`src/rtl/cpu_ctrl_pkg.sv`:
```
// Shared types and field helpers for the CPU control sequencer.
package cpu_ctrl_pkg;

  typedef enum logic [3:0] {
    S_IDLE, S_LATCH, S_MEM_RD, S_ALU_IN, S_EXEC,
    S_ALU_OUT, S_MEM_WR, S_DONE, S_ERR
  } state_t;

  localparam logic [1:0] MODE_ALU = 2'b00;
  localparam logic [1:0] MODE_ST  = 2'b01;
  localparam logic [1:0] MODE_LD  = 2'b10;
  localparam logic [1:0] MODE_BAD = 2'b11;

  // Command word layout, LSB first: op, sel_a, sel_b, mode.
  function automatic int sela_lsb(input int op_w);
    return op_w;
  endfunction

  function automatic int selb_lsb(input int op_w, input int sel_w);
    return op_w + sel_w;
  endfunction

  function automatic int mode_lsb(input int op_w, input int sel_w);
    return op_w + 2 * sel_w;
  endfunction

  function automatic int max2(input int a, input int b);
    return (a > b) ? a : b;
  endfunction

endpackage

```
`src/rtl/cpu_ctrl_seq_lat_counter.sv`:
```
// Loadable down-counter; zero flags the last cycle of a timed state.
module ctrl_lat_counter #(
  parameter int CNT_W = 2
) (
  input  logic             clk,
  input  logic             rst,
  input  logic             load,
  input  logic [CNT_W-1:0] value,
  output logic             zero
);

  logic [CNT_W-1:0] cnt;

  // Load takes priority; otherwise count down and hold at zero.
  always_ff @(posedge clk) begin
    if (rst)               cnt <= '0;
    else if (load)         cnt <= value;
    else if (cnt != '0)    cnt <= cnt - 1'b1;
  end

  assign zero = (cnt == '0);

endmodule

```
`src/rtl/cpu_ctrl_seq.sv`:
```
// Multi-cycle control sequencer driving the small CPU datapath enables.
module cpu_ctrl_seq
  import cpu_ctrl_pkg::*;
#(
  parameter int OP_W     = 4,
  parameter int SEL_W    = 2,
  parameter int NUM_OPS  = 10,
  parameter int ALU_LAT  = 1,
  parameter int MEM_LAT  = 2,
  parameter int ERRCNT_W = 8,
  localparam int CMD_W   = OP_W + 2 * SEL_W + 2
) (
  input  logic                clk,
  input  logic                rst,
  input  logic [CMD_W-1:0]    cmd_in,
  input  logic                cmd_valid,
  output logic                cmd_ready,
  input  logic                p_error,
  output logic                datain_reg_en,
  output logic                aluin_reg_en,
  output logic                aluout_reg_en,
  output logic                memoryRead,
  output logic                memoryWrite,
  output logic                selmux2,
  output logic [SEL_W-1:0]    in_select_a,
  output logic [SEL_W-1:0]    in_select_b,
  output logic [OP_W-1:0]     opcode,
  output logic                invalid_data,
  output logic                busy,
  output logic                done,
  output logic [ERRCNT_W-1:0] err_cnt
);

  localparam int SA_LSB = sela_lsb(OP_W);
  localparam int SB_LSB = selb_lsb(OP_W, SEL_W);
  localparam int MD_LSB = mode_lsb(OP_W, SEL_W);
  localparam int CNT_W  = $clog2(max2(ALU_LAT, MEM_LAT)) + 1;

  state_t           state, state_n;
  logic [CMD_W-1:0] cmd_q;
  logic [1:0]       mode_q, mode_in;
  logic             cmd_bad;
  logic             cnt_load, cnt_zero;
  logic [CNT_W-1:0] cnt_val;

  assign mode_q  = cmd_q[MD_LSB +: 2];
  assign mode_in = cmd_in[MD_LSB +: 2];
  assign cmd_bad = (32'(cmd_in[OP_W-1:0]) >= NUM_OPS) || (mode_in == MODE_BAD);
  assign cmd_ready = (state == S_IDLE) && !rst;

  // State, latched command and saturating error counter.
  always_ff @(posedge clk) begin
    if (rst) begin
      state   <= S_IDLE;
      cmd_q   <= '0;
      err_cnt <= '0;
    end else begin
      state <= state_n;
      if (state == S_IDLE && cmd_valid) cmd_q <= cmd_in;
      if (state == S_ERR && err_cnt != '1) err_cnt <= err_cnt + 1'b1;
    end
  end

  // Next-state logic; timed states exit on the counter's zero flag.
  always_comb begin
    state_n = state;
    unique case (state)
      S_IDLE:    if (cmd_valid) state_n = cmd_bad ? S_ERR : S_LATCH;
      S_LATCH:   state_n = (mode_q == MODE_LD) ? S_MEM_RD : S_ALU_IN;
      S_MEM_RD:  if (cnt_zero) state_n = S_ALU_IN;
      S_ALU_IN:  state_n = S_EXEC;
      S_EXEC:    if (cnt_zero) state_n = S_ALU_OUT;
      S_ALU_OUT: state_n = p_error ? S_ERR : (mode_q == MODE_ST) ? S_MEM_WR : S_DONE;
      S_MEM_WR:  if (cnt_zero) state_n = S_DONE;
      S_DONE:    state_n = S_IDLE;
      S_ERR:     state_n = S_IDLE;
      default:   state_n = S_IDLE;
    endcase
  end

  // Reload the latency counter on every state change; only timed states read it.
  always_comb begin
    cnt_load = (state_n != state);
    cnt_val  = (state_n == S_EXEC) ? CNT_W'(ALU_LAT - 1) : CNT_W'(MEM_LAT - 1);
  end

  ctrl_lat_counter #(.CNT_W(CNT_W)) u_lat (
    .clk   (clk),
    .rst   (rst),
    .load  (cnt_load),
    .value (cnt_val),
    .zero  (cnt_zero)
  );

  // Moore output decode from registered state and latched command.
  always_comb begin
    datain_reg_en = 1'b0;
    aluin_reg_en  = 1'b0;
    aluout_reg_en = 1'b0;
    memoryRead    = 1'b0;
    memoryWrite   = 1'b0;
    selmux2       = 1'b0;
    in_select_a   = '0;
    in_select_b   = '0;
    opcode        = '0;
    invalid_data  = 1'b0;
    done          = 1'b0;
    busy          = (state != S_IDLE);
    unique case (state)
      S_LATCH:   datain_reg_en = 1'b1;
      S_MEM_RD:  memoryRead = 1'b1;
      S_ALU_IN: begin
        aluin_reg_en = 1'b1;
        in_select_a  = cmd_q[SA_LSB +: SEL_W];
        in_select_b  = cmd_q[SB_LSB +: SEL_W];
        opcode       = cmd_q[OP_W-1:0];
      end
      S_EXEC:    opcode = cmd_q[OP_W-1:0];
      S_ALU_OUT: begin
        aluout_reg_en = 1'b1;
        opcode        = cmd_q[OP_W-1:0];
      end
      S_MEM_WR: begin
        memoryWrite = 1'b1;
        selmux2     = 1'b1;
      end
      S_DONE:    done = 1'b1;
      S_ERR: begin
        invalid_data = 1'b1;
        done         = 1'b1;
      end
      default: ;
    endcase
  end

endmodule

```
`config.mk`:
```
export PLATFORM = sky130hd
export DESIGN_NAME = cpu_ctrl_seq
export DESIGN_NICKNAME = d
export VERILOG_FILES = /design/src/rtl/cpu_ctrl_pkg.sv /design/src/rtl/cpu_ctrl_seq_lat_counter.sv /design/src/rtl/cpu_ctrl_seq.sv
export SDC_FILE = /design/constraint.sdc
export NUM_CORES = 1
export LEC_CHECK = 0
export ABC_AREA = 1
export BUFFER_PORTS_ARGS = -buffer_cell sky130_fd_sc_hd__buf_2
export CAP_MARGIN = 20
export CORE_MARGIN = 2
export CORE_UTILIZATION = 54
export CTS_CLUSTER_SIZE = 12
export DETAILED_ROUTE_END_ITERATION = 7
export HOLD_SLACK_MARGIN = 0.06
export PLACE_DENSITY = 0.9
export REMOVE_ABC_BUFFERS = 1
export SYNTH_ARGS = -nofsm -noshare
export SYNTH_HDL_FRONTEND = slang
export SYNTH_SLANG_ARGS = --single-unit
```
`constraint.sdc`:
```
create_clock -name clk -period 3.3 [get_ports clk]
set_input_delay 0.495 -clock clk [delete_from_list [all_inputs] [get_ports clk]]
set_output_delay 0.495 -clock clk [all_outputs]
set_load 0.01 [all_outputs]
```
==> results of run 1 <==
-- final cells by class --
cell class | count | area (µm²) | share of cell area
well taps | 28 | 35.0 | 0.0226
multi-input cells | 131 | 666 | 0.429
clock inverters | 1 | 30.0 | 0.0193
flip-flops and latches | 24 | 480 | 0.309
repair buffers | 39 | 195 | 0.126
inverters | 33 | 124 | 0.0798
clock buffers | 3 | 22.5 | 0.0145
-- flip-flops by register name, indices dropped and copies added, names as in the netlist --
signal and count:
err_cnt 8, u_lat.cnt 2, state 4, cmd_q 10
-- stage by stage --
step / util / total power [µW] / area (µm²) / cells / hold slack, ps
finish: 0.695 / 1000 / 1550 / 259 / 402
global route: 0.695 / 1080 / 1550 / 259 / 394
CTS: 0.695 / 1010 / 1550 / 259 / 392
detailed placement: 0.672 / 788 / 1500 / 255 / 448
global placement: 0.672 / 781 / 1500 / 255 / 441
floorplan: - / 684 / 1270 / 188 / 430
-- cells in the mapped netlist (3+ instances only) --
cell / n
a21oi_1: 13
a31oi_1: 3
dfxtp_1: 24
inv_1: 29
inv_2: 4
nand2_1: 30
nand2_2: 5
nand3_1: 8
nor2_1: 30
nor2_2: 6
nor3_1: 3
o21ai_0: 19
xor2_1: 4
-- power by group through the flow --
stage	clock, µW	sequential [µW]	combinational [µW]
finish	216	393	394
global route	230	401	446
CTS	219	393	396
detailed placement	0	396	392
global placement	0	395	386
floorplan	0	392	292
-- logic make-up (layout without fill, tap and decap cells) --
family,Yosys count,count (layout),synth area share
buf+inv,37,76,0.116
flops,24,24,0.371
compound gates,37,37,0.154
xor+xnor,4,4,0.0270
fa+ha+maj,2,2,0.0193
simple gates,88,88,0.313
-- worst max path at each step --
stage	startpoint	slack [ps]	endpoint
after floorplan	state[1]	1770	opcode[0]
after global placement	state[1]	1670	opcode[3]
after detailed placement	state[1]	1560	opcode[0]
after CTS	state[1]	1150	opcode[0]
after global routing	state[1]	990	opcode[3]
final	state[1]	1130	opcode[0]
-- worst max-delay path: stages (launching register included) --
cell     delay, ps
dfxtp_1        500
nand2_1        130
nor2_2         210
nor2_2          80
nand2_1        160
nand2_1         80
inv_1           60
buf_2          120
-- routing by layer --
layer | global-route usage | part of all wire | vias to the layer above
met1 | 0.264 | 0.43 | 589
li1 | - | - | 686
met3 | 0.0367 | 0.053 | 4
met2 | 0.392 | 0.50 | 44
met4 | 0.0897 | 0.0077 | 0
met5 | 0 | 0 | -
==> metrics.md, run 1 <==
| Metric | Value |
|---|---|
| Register area share after synthesis | 0.371 |
| I/O pin total | 40 |
| Clock power frac | 0.215 |
| Final worst slack | roughly 1100 ps |
| Vias in the first global route | 1110 |
| Hpwl dp | around 2.2 mm |
| Max Freq | between 0.4 and 0.5 GHz |
| GRT Overall Usage | 0.222 |
| Worst r2r path cells | 9 |
| Leak Pwr | a little over 0.0008 µW |
| CP Data Arrival Time | 1680 ps |
| CP required | 2800 ps |
| Worst reg-to-reg setup slack | 1740 ps |
| Drt via density | 5.11 |
| Worst hold-check path type | input pin to flop |
| Area share of the largest cell type after synthesis | 0.371 |
| H-tree depth | 1 |
| Fin Clk Skew | 8.89 ps |
| Seq pwr share | 0.392 |
| Crit path time final | ~2200 ps |
| Die X | 53.0 µm |
| WL/cell | 11.0 µm |
| Worst setup SP type | flop |
| Worst Tran Pin Value | 393 ps |
| Largest cells by area after synthesis | dfxtp_1 (37%), nand2_1 (8.7%), nor2_1 (8.7%), inv_1 (8.4%), o21ai_0 (7.3%) |
| Largest fanout on the critical path | 6 |
| Outcome | finished, final reports clean |
| PwrDens | 646 nW/µm² |
| Post-synthesis instance total | 192 |
| CP Class | flop to primary output |
| RSZ-0062 raised after global routing | no |
| Peak supply drop | 0.484 mV |
| Final hold vios | 0 |
| Register bit total from synthesis | 24 |
| Root Buffer | clkbuf_4 |
| Total of max-cap violations | 0 |
| R2R Path End | err_cnt[3] |
| Largest net degree at the start of global routing | 17 |
| Cell taking the most area after synthesis | dfxtp_1 |
| Setup TNS | 0 ps |
| Clock sinks | 24 |
| N_diodes | 0 |
| Net Sw Frac | 0.389 |
| Clock tree from TritonCTS | done |
| Number of hold buffers added after cts | 0 |
| Setup Buffers After CTS | 0 |
| Via Count | 1323 |
| Synthesized area per cell | roughly 6.8 µm² |
| Initial antenna violation count | 0 |
| Net Sw Power | 390 µW |
| Row cnt | 17 |
| DRT antenna net count | 0 |
| Post-synth ARST share | 0 |
| Clk buf depth | 2 |
| Slew headroom | 0.738 |
| Die height | 53.0 µm |
| Area grow syn2layout | 19.8% |
| Ys flop type | dfxtp_1 |
| Pre-CTS setup slack | 1560 ps |
| Port Buffers | 39 |
| Min-Delay Endpoint | cmd_q[0] |
| Cell variety after synth | 23 |
| Core area | ~2200 µm² |
| Clock transition at path regs | 140 ps |
| Pint | 613 µW |
| Initial drt markers | 32 |
| Share of cells above drive strength 1 | 0.273 |
| YS warnings | 0 |
| Drt total wl | 2.84 mm |
| Final layout net count | 248 |
| Logic pwr share | 0.392 |
| Post-Syn Area | 1300 µm² |
| First-pass DRT Iterations | 5 |
| Fillers | 199 |
| Hold path startpoint | cmd_in[0] |
| CP endpoint kind | primary output |
| Commonest non-fill, non-tap cell in the layout | buf_2 |
| Pins over their slew limit | 0 |
| Most frequent cells in the layout | buf_2 (39), nor2_1 (30), nand2_1 (30) |
| Later-pin clock latency in the skew report | 330 ps |
| Worst hold path depth | 3 |
| Number of synthesized flops with an enable pin | 0 |
| Global route total overflow | 0 |
| First-pass GRT wire length | 4.61 mm |
| Initial Utilization | 0.580 |
| Final Cycle Share | 0.659 |
| Resized cells post-CTS | 0 |
| Placer congestion estimate | 0.814 |
| Num CTS Buffers | 3 |
| Die area | 2810 µm² |
| FF-to-FF Start | err_cnt[1] |
| DRC | 0 |
| Setup-failing EPs final | 0 |
Note: power is estimated with default switching activity, not from simulation.
==> run 2: changes to the inputs <==
--- a/config.mk
+++ b/config.mk
@@ -9,11 +9,11 @@
 export BUFFER_PORTS_ARGS = -buffer_cell sky130_fd_sc_hd__buf_2
 export CAP_MARGIN = 20
 export CORE_MARGIN = 2
-export CORE_UTILIZATION = 54
+export CORE_UTILIZATION = 50
 export CTS_CLUSTER_SIZE = 12
 export DETAILED_ROUTE_END_ITERATION = 7
 export HOLD_SLACK_MARGIN = 0.06
-export PLACE_DENSITY = 0.9
+export PLACE_DENSITY = 0.84
 export REMOVE_ABC_BUFFERS = 1
 export SYNTH_ARGS = -nofsm -noshare
 export SYNTH_HDL_FRONTEND = slang
==> constraint.sdc (replaced) <==
create_clock -name clk -period 2.05 [get_ports clk]
set_input_delay 0.3075 -clock clk [delete_from_list [all_inputs] [get_ports clk]]
set_output_delay 0.3075 -clock clk [all_outputs]
set_load 0.01 [all_outputs]
==> run 2 against run 1 <==
  * Worst setup slack got worse by 950 ps
  * Sequential cell count stayed put
  * Critical path depth did not move
  * Critical path type unchanged
  * Largest cell class unchanged
  * Largest power group unchanged
==> metrics.md, run 2 (synthesis gave the netlist of run 1 again) <==
| Metric | Value |
|---|---|
| Setup-failing EPs final | 0 (unchanged) |
| Largest net degree at the start of global routing | 17 (unchanged) |
| Die area | 3020 µm² (+7.4%) |
| Total of max-cap violations | 0 (unchanged) |
| Placer congestion estimate | 0.831 (+2.1%) |
| First-pass DRT Iterations | 4 (-1) |
| H-tree depth | 1 (unchanged) |
| Outcome | finished, final reports clean |
| Largest register by flop count | cmd_q |
| Final layout net count | 248 (unchanged) |
| Row cnt | 18 (+1) |
| Slew headroom | 0.724 (-0.0134) |
| Most frequent cells in the layout | buf_2 (39), nor2_1 (30), nand2_1 (30) |
| GRT Overall Usage | 0.204 (-0.0178) |
| Final Cycle Share | 0.912 |
| Drt via density | 5.00 (-2.1%) |
| Clock sinks | 24 (unchanged) |
| Pins over their slew limit | 0 (unchanged) |
| Final Util | 0.622 (-0.0735) |
| Global route total overflow | 0 (unchanged) |
| Largest fanout on the critical path | 4 (-2) |
| Clk buf depth | 2 (unchanged) |
| Initial antenna violation count | 0 (unchanged) |
| Vias in the first global route | 1085 (-2.3%) |
| Worst Tran Pin Value | 413 ps (+20.1 ps) |
| Clock transition at path regs | 130 ps (about the same) |
| Leak Pwr | 0.000818 µW (-0.79%) |
| Post-route cell area | 1540 µm² (-0.81%) |
| First-pass GRT wire length | 4.48 mm (-2.8%) |
| Core area | 2480 µm² (+11%) |
| Initial Utilization | 0.523 (-0.0572) |
| Max FFs per register | 10 (unchanged) |
| Num CTS Buffers | 3 (unchanged) |
| Commonest non-fill, non-tap cell in the layout | buf_2 |
| Die X | 54.9 µm (+3.6%) |
| Hpwl dp | 2.13 mm (-1.5%) |
| Via Count | 1305 (-1.4%) |
| CP endpoint kind | primary output |
| Area grow syn2layout | 18.8% |
| Share of cells above drive strength 1 | 0.277 (+0.00433) |
| RSZ-0062 raised after global routing | no |
| Peak supply drop | 0.595 mV (+23%) |
| Biggest regs | cmd_q (10), err_cnt (8), state (4) |
| Port Buffers | 39 (unchanged) |
| DRC | 0 (unchanged) |
| Crit path time final | 1870 ps |
| CP required | 1740 ps (-1060 ps) |
| N_diodes | 0 (unchanged) |
| DRT antenna net count | 0 (unchanged) |
| Root Buffer | clkbuf_4 |
| Setup Buffers After CTS | 0 (unchanged) |
| Placed Instance Area | 1500 µm² (+0.17%) |
| Later-pin clock latency in the skew report | 310 ps (-20 ps) |
| Worst setup SP type | flop |
| Worst r2r path cells | 9 (unchanged) |
| CP Class | flop to primary output |
| Clock tree from TritonCTS | done |
| Worst hold path depth | 3 (unchanged) |
| Final hold vios | 0 (unchanged) |
| Worst hold-check path type | input pin to flop |
| CP Data Arrival Time | 1560 ps (-120 ps) |
| Fin Clk Skew | 0.814 ps (-8.08 ps) |
| Die height | 54.9 µm (+3.6%) |
| WL/cell | 10.8 µm (-2.0%) |
| Max Freq | 0.535 GHz |
| PwrDens | 984 nW/µm² (+52%) |
| I/O pin total | 40 (unchanged) |
| Drt total wl | 2.81 mm (-1.3%) |
| Initial drt markers | 39 (+22%) |
| Setup TNS | 0 ps (unchanged) |
==> run 2: power by group <==
group,switching (µW),internal [µW]
registers,65.2,566
clock network,142,109
logic,410,224
total,618,899
==> run 2: timing repair <==
item / in CTS / in global routing
hold buffers: 0 / 0
resized for setup: 0 / 1
endpoints found under the setup margin: 0 / 3
==> run 2: per-layer routing <==
metal | track usage | wire [µm]
met2 | 0.353 | 1280
met1 | 0.263 | 1310
met3 | 0.0269 | 190
met4 | 0.0610 | 26
met5 | 0 | 0
==> run 2: cell type report <==
| type | instances | area, µm² |
|---|---|---|
| clock buffer | 4 | 36.3 |
| multi-input combinational | 131 | 666 |
| tap | 30 | 37.5 |
| timing repair buffer | 39 | 195 |
| sequential | 24 | 482 |
| fill | 249 | 937 |
| inverter | 33 | 124 |
==> run 2: path summary, 6_finish.rpt <==
check | slack [ps] | start | to
worst max-delay path | 180 | state[0] | opcode[0]
worst min register to register | 460 | cmd_q[4] | cmd_q[4]
worst max register to register | 520 | err_cnt[1] | err_cnt[3]
worst min-delay path | 210 | cmd_in[0] | cmd_q[0]
==> run 2: critical path, cell delays in order (launching register included) <==
cell	delay [ps]
dfxtp_1	430
nand2_1	110
nor2_2	240
nor2_2	100
nand2_1	130
nand2_1	70
inv_1	50
buf_2	120
==> run 2: metrics by stage <==
step,total power [µW],cells,hold WS (ps),setup slack [ps]
global route,1640,261,229,53.3
finish,1520,261,206,179
detailed placement,1270,257,449,484
CTS,1520,261,203,104
floorplan,1100,188,377,623
global placement,1260,257,441,489
==> run 3: changes to the inputs <==
--- a/config.mk
+++ b/config.mk
@@ -15,6 +15,7 @@
 export HOLD_SLACK_MARGIN = 0.06
 export PLACE_DENSITY = 0.84
 export REMOVE_ABC_BUFFERS = 1
+export SETUP_SLACK_MARGIN = 0.3
 export SYNTH_ARGS = -nofsm -noshare
 export SYNTH_HDL_FRONTEND = slang
 export SYNTH_SLANG_ARGS = --single-unit
==> run 3 against run 2 <==
  * Sequential share of layout area fell by 1.4 points
  * Clock-buffer cell count did not move
  * Via count rose by 3.4%
  * First-iteration DRC count fell by 21%
  * Sequential cell count did not move
  * Combinational power rose by 9.9%
  * Non-clock buffer count rose by 5
  * Power rose by 5.7%
  * Global-route usage rose by 0.45 points
  * Critical path type unchanged
  * Largest power group unchanged
==> metrics.md, run 3 (synthesis gave the netlist of run 1 again) <==
| Metric | Value |
|---|---|
| First-pass GRT wire length | 4.59 mm (+2.5%) |
| Crit path time final | 1740 ps (-135 ps) |
| Worst hold-check path type | input pin to flop |
| Global route total overflow | 0 (unchanged) |
| Die area | 3020 µm² (unchanged) |
| Post-route cell area | 1650 µm² (+7.1%) |
| H-tree depth | 1 (unchanged) |
| Later-pin clock latency in the skew report | 320 ps (about the same) |
| RSZ-0062 raised after global routing | yes |
| GR Util met2 | 0.365 (+0.0119) |
| Most frequent cells in the layout | buf_2 (38), inv_1 (28), nor2_1 (28) |
| Grt met1 use | 0.267 (+0.00333) |
| Port Buffers | 39 (unchanged) |
| DRC | 0 (unchanged) |
| Drt via density | 5.07 (+1.4%) |
| Clk buf depth | 2 (unchanged) |
| Max Freq | 0.576 GHz (+7.8%) |
| Final hold vios | 0 (unchanged) |
| Outcome | finished, final reports clean |
| Leak Pwr | 0.000865 µW (+5.6%) |
| Setup-failing EPs final | 0 (unchanged) |
| Row cnt | 18 (unchanged) |
| Setup TNS | 0 ps (unchanged) |
| Largest net degree at the start of global routing | 17 (unchanged) |
| N_diodes | 0 (unchanged) |
| CP Class | flop to primary output |
| Placed Instance Area | 1500 µm² (unchanged) |
| Area grow syn2layout | 27.3% |
| PwrDens | 971 nW/µm² (-1.3%) |
| CP Data Arrival Time | 1430 ps (-130 ps) |
| Largest register by flop count | cmd_q |
| Final Cycle Share | 0.846 (-0.0661) |
| Pins over their slew limit | 0 (unchanged) |
| Busiest grt layer | met2 |
| Vias in the first global route | 1108 (+2.1%) |
| DRT antenna net count | 0 (unchanged) |
| Initial drt markers | 31 (-21%) |
| Biggest regs | cmd_q (10), err_cnt (8), state (4) |
| CP endpoint kind | primary output |
| Clock transition at path regs | 130 ps (about the same) |
| Worst reg-to-reg setup slack | 510 ps (about the same) |
| Root Buffer | clkbuf_4 |
| Die height | 54.9 µm (unchanged) |
| Placer congestion estimate | 0.831 (unchanged) |
| Total of max-cap violations | 0 (unchanged) |
| Worst Tran Pin Value | 454 ps (+41.2 ps) |
| Core area | 2480 µm² (unchanged) |
| Initial antenna violation count | 0 (unchanged) |
| Worst setup SP type | flop |
| Peak supply drop | 0.621 mV (+4.4%) |
| Final layout net count | 253 (+2.0%) |
| Via Count | 1349 (+3.4%) |
| Max FFs per register | 10 (unchanged) |
| Clock sinks | 24 (unchanged) |
| I/O pin total | 40 (unchanged) |
| Num CTS Buffers | 3 (unchanged) |
| Largest fanout on the critical path | 6 (+2) |
| Clock tree from TritonCTS | done |
| First-pass DRT Iterations | 4 (unchanged) |
| Die X | 54.9 µm (unchanged) |
| CP required | 1740 ps (about the same) |
| Initial Utilization | 0.523 (unchanged) |
| Share of cells above drive strength 1 | 0.339 (+0.0619) |
| GRT Overall Usage | 0.208 (+0.00452) |
| Total Power | 1600 µW (+5.7%) |
| GR Layer Usage met3 | 0.0269 (unchanged) |
| WL/cell | 11.2 µm (+4.1%) |
| Commonest non-fill, non-tap cell in the layout | buf_2 |
| Drt total wl | 2.98 mm (+6.1%) |
| Hpwl dp | 2.13 mm (unchanged) |
| Slew headroom | 0.697 (-0.0275) |
| Fin Clk Skew | 3.98 ps (+3.17 ps) |
==> run 3: changes by cell type in the layout (fill, tap and decap cells not counted), moves of 2 or more <==
cell     delta
nor2_1      -2
dfxtp_1     -3
inv_2       -2
nor2_2      -2
buf_4       +5
dfxtp_4     +3
nand2_4     +2
nor2_4      +4
inv_4       +3
nand2_2     +2
nand2_1     -4
==> run 3: worst max-delay path: stages (launching register included) <==
cell and delay [ps]:
dfxtp_4 430, inv_1 100, nand2_2 100, nor2_4 40
nor2_4 120, nand2_2 90, nand2_1 70, inv_1 40
buf_2 130
==> run 3: repair_timing <==
action                                  4_1_cts  5_1_grt
setup buffers                                 2        3
pin swaps                                     1        4
resized for setup                             8       17
hold buffers                                  0        0
endpoints found under the setup margin        8       11
==> run 3: worst paths after layout <==
check,startpoint,endpoint,cells after the start
setup reg to reg,err_cnt[1],err_cnt[3],9
setup / recovery,state[1],opcode[0],8
hold / removal,cmd_in[0],cmd_q[0],3
hold reg to reg,cmd_q[4],cmd_q[4],2
==> run 3: final cells by class <==
| type | instances | area [µm²] |
|---|---|---|
| fill | 236 | 827 |
| multi-input combinational | 131 | 713 |
| sequential | 24 | 493 |
| timing repair buffer | 44 | 239 |
| inverter | 33 | 131 |
| tap | 30 | 37.5 |
| clock buffer | 4 | 36.3 |
==> run 3: per-stage QoR <==
step / setup slack, ps / cells / util / hold WS [ps]
after floorplan: 623 / 188 / - / 377
after global placement: 489 / 257 / 0.607 / 441
after detailed placement: 484 / 257 / 0.607 / 449
after CTS: 314 / 263 / 0.634 / 203
after global routing: 252 / 266 / 0.666 / 229
final: 315 / 266 / 0.666 / 203
==> run 3: layer usage <==
metal / wire [µm] / up-vias / share of wire
li1: - / 694 / -
met1: 1340 / 588 / 0.45
met2: 1370 / 60 / 0.46
met3: 218 / 7 / 0.073
met4: 51 / 0 / 0.017
met5: 0 / - / 0
==> run 3: report_power, final <==
part	internal, µW	switching [µW]
sequential	574	79.3
clock	109	144
combinational	251	445
total	934	669
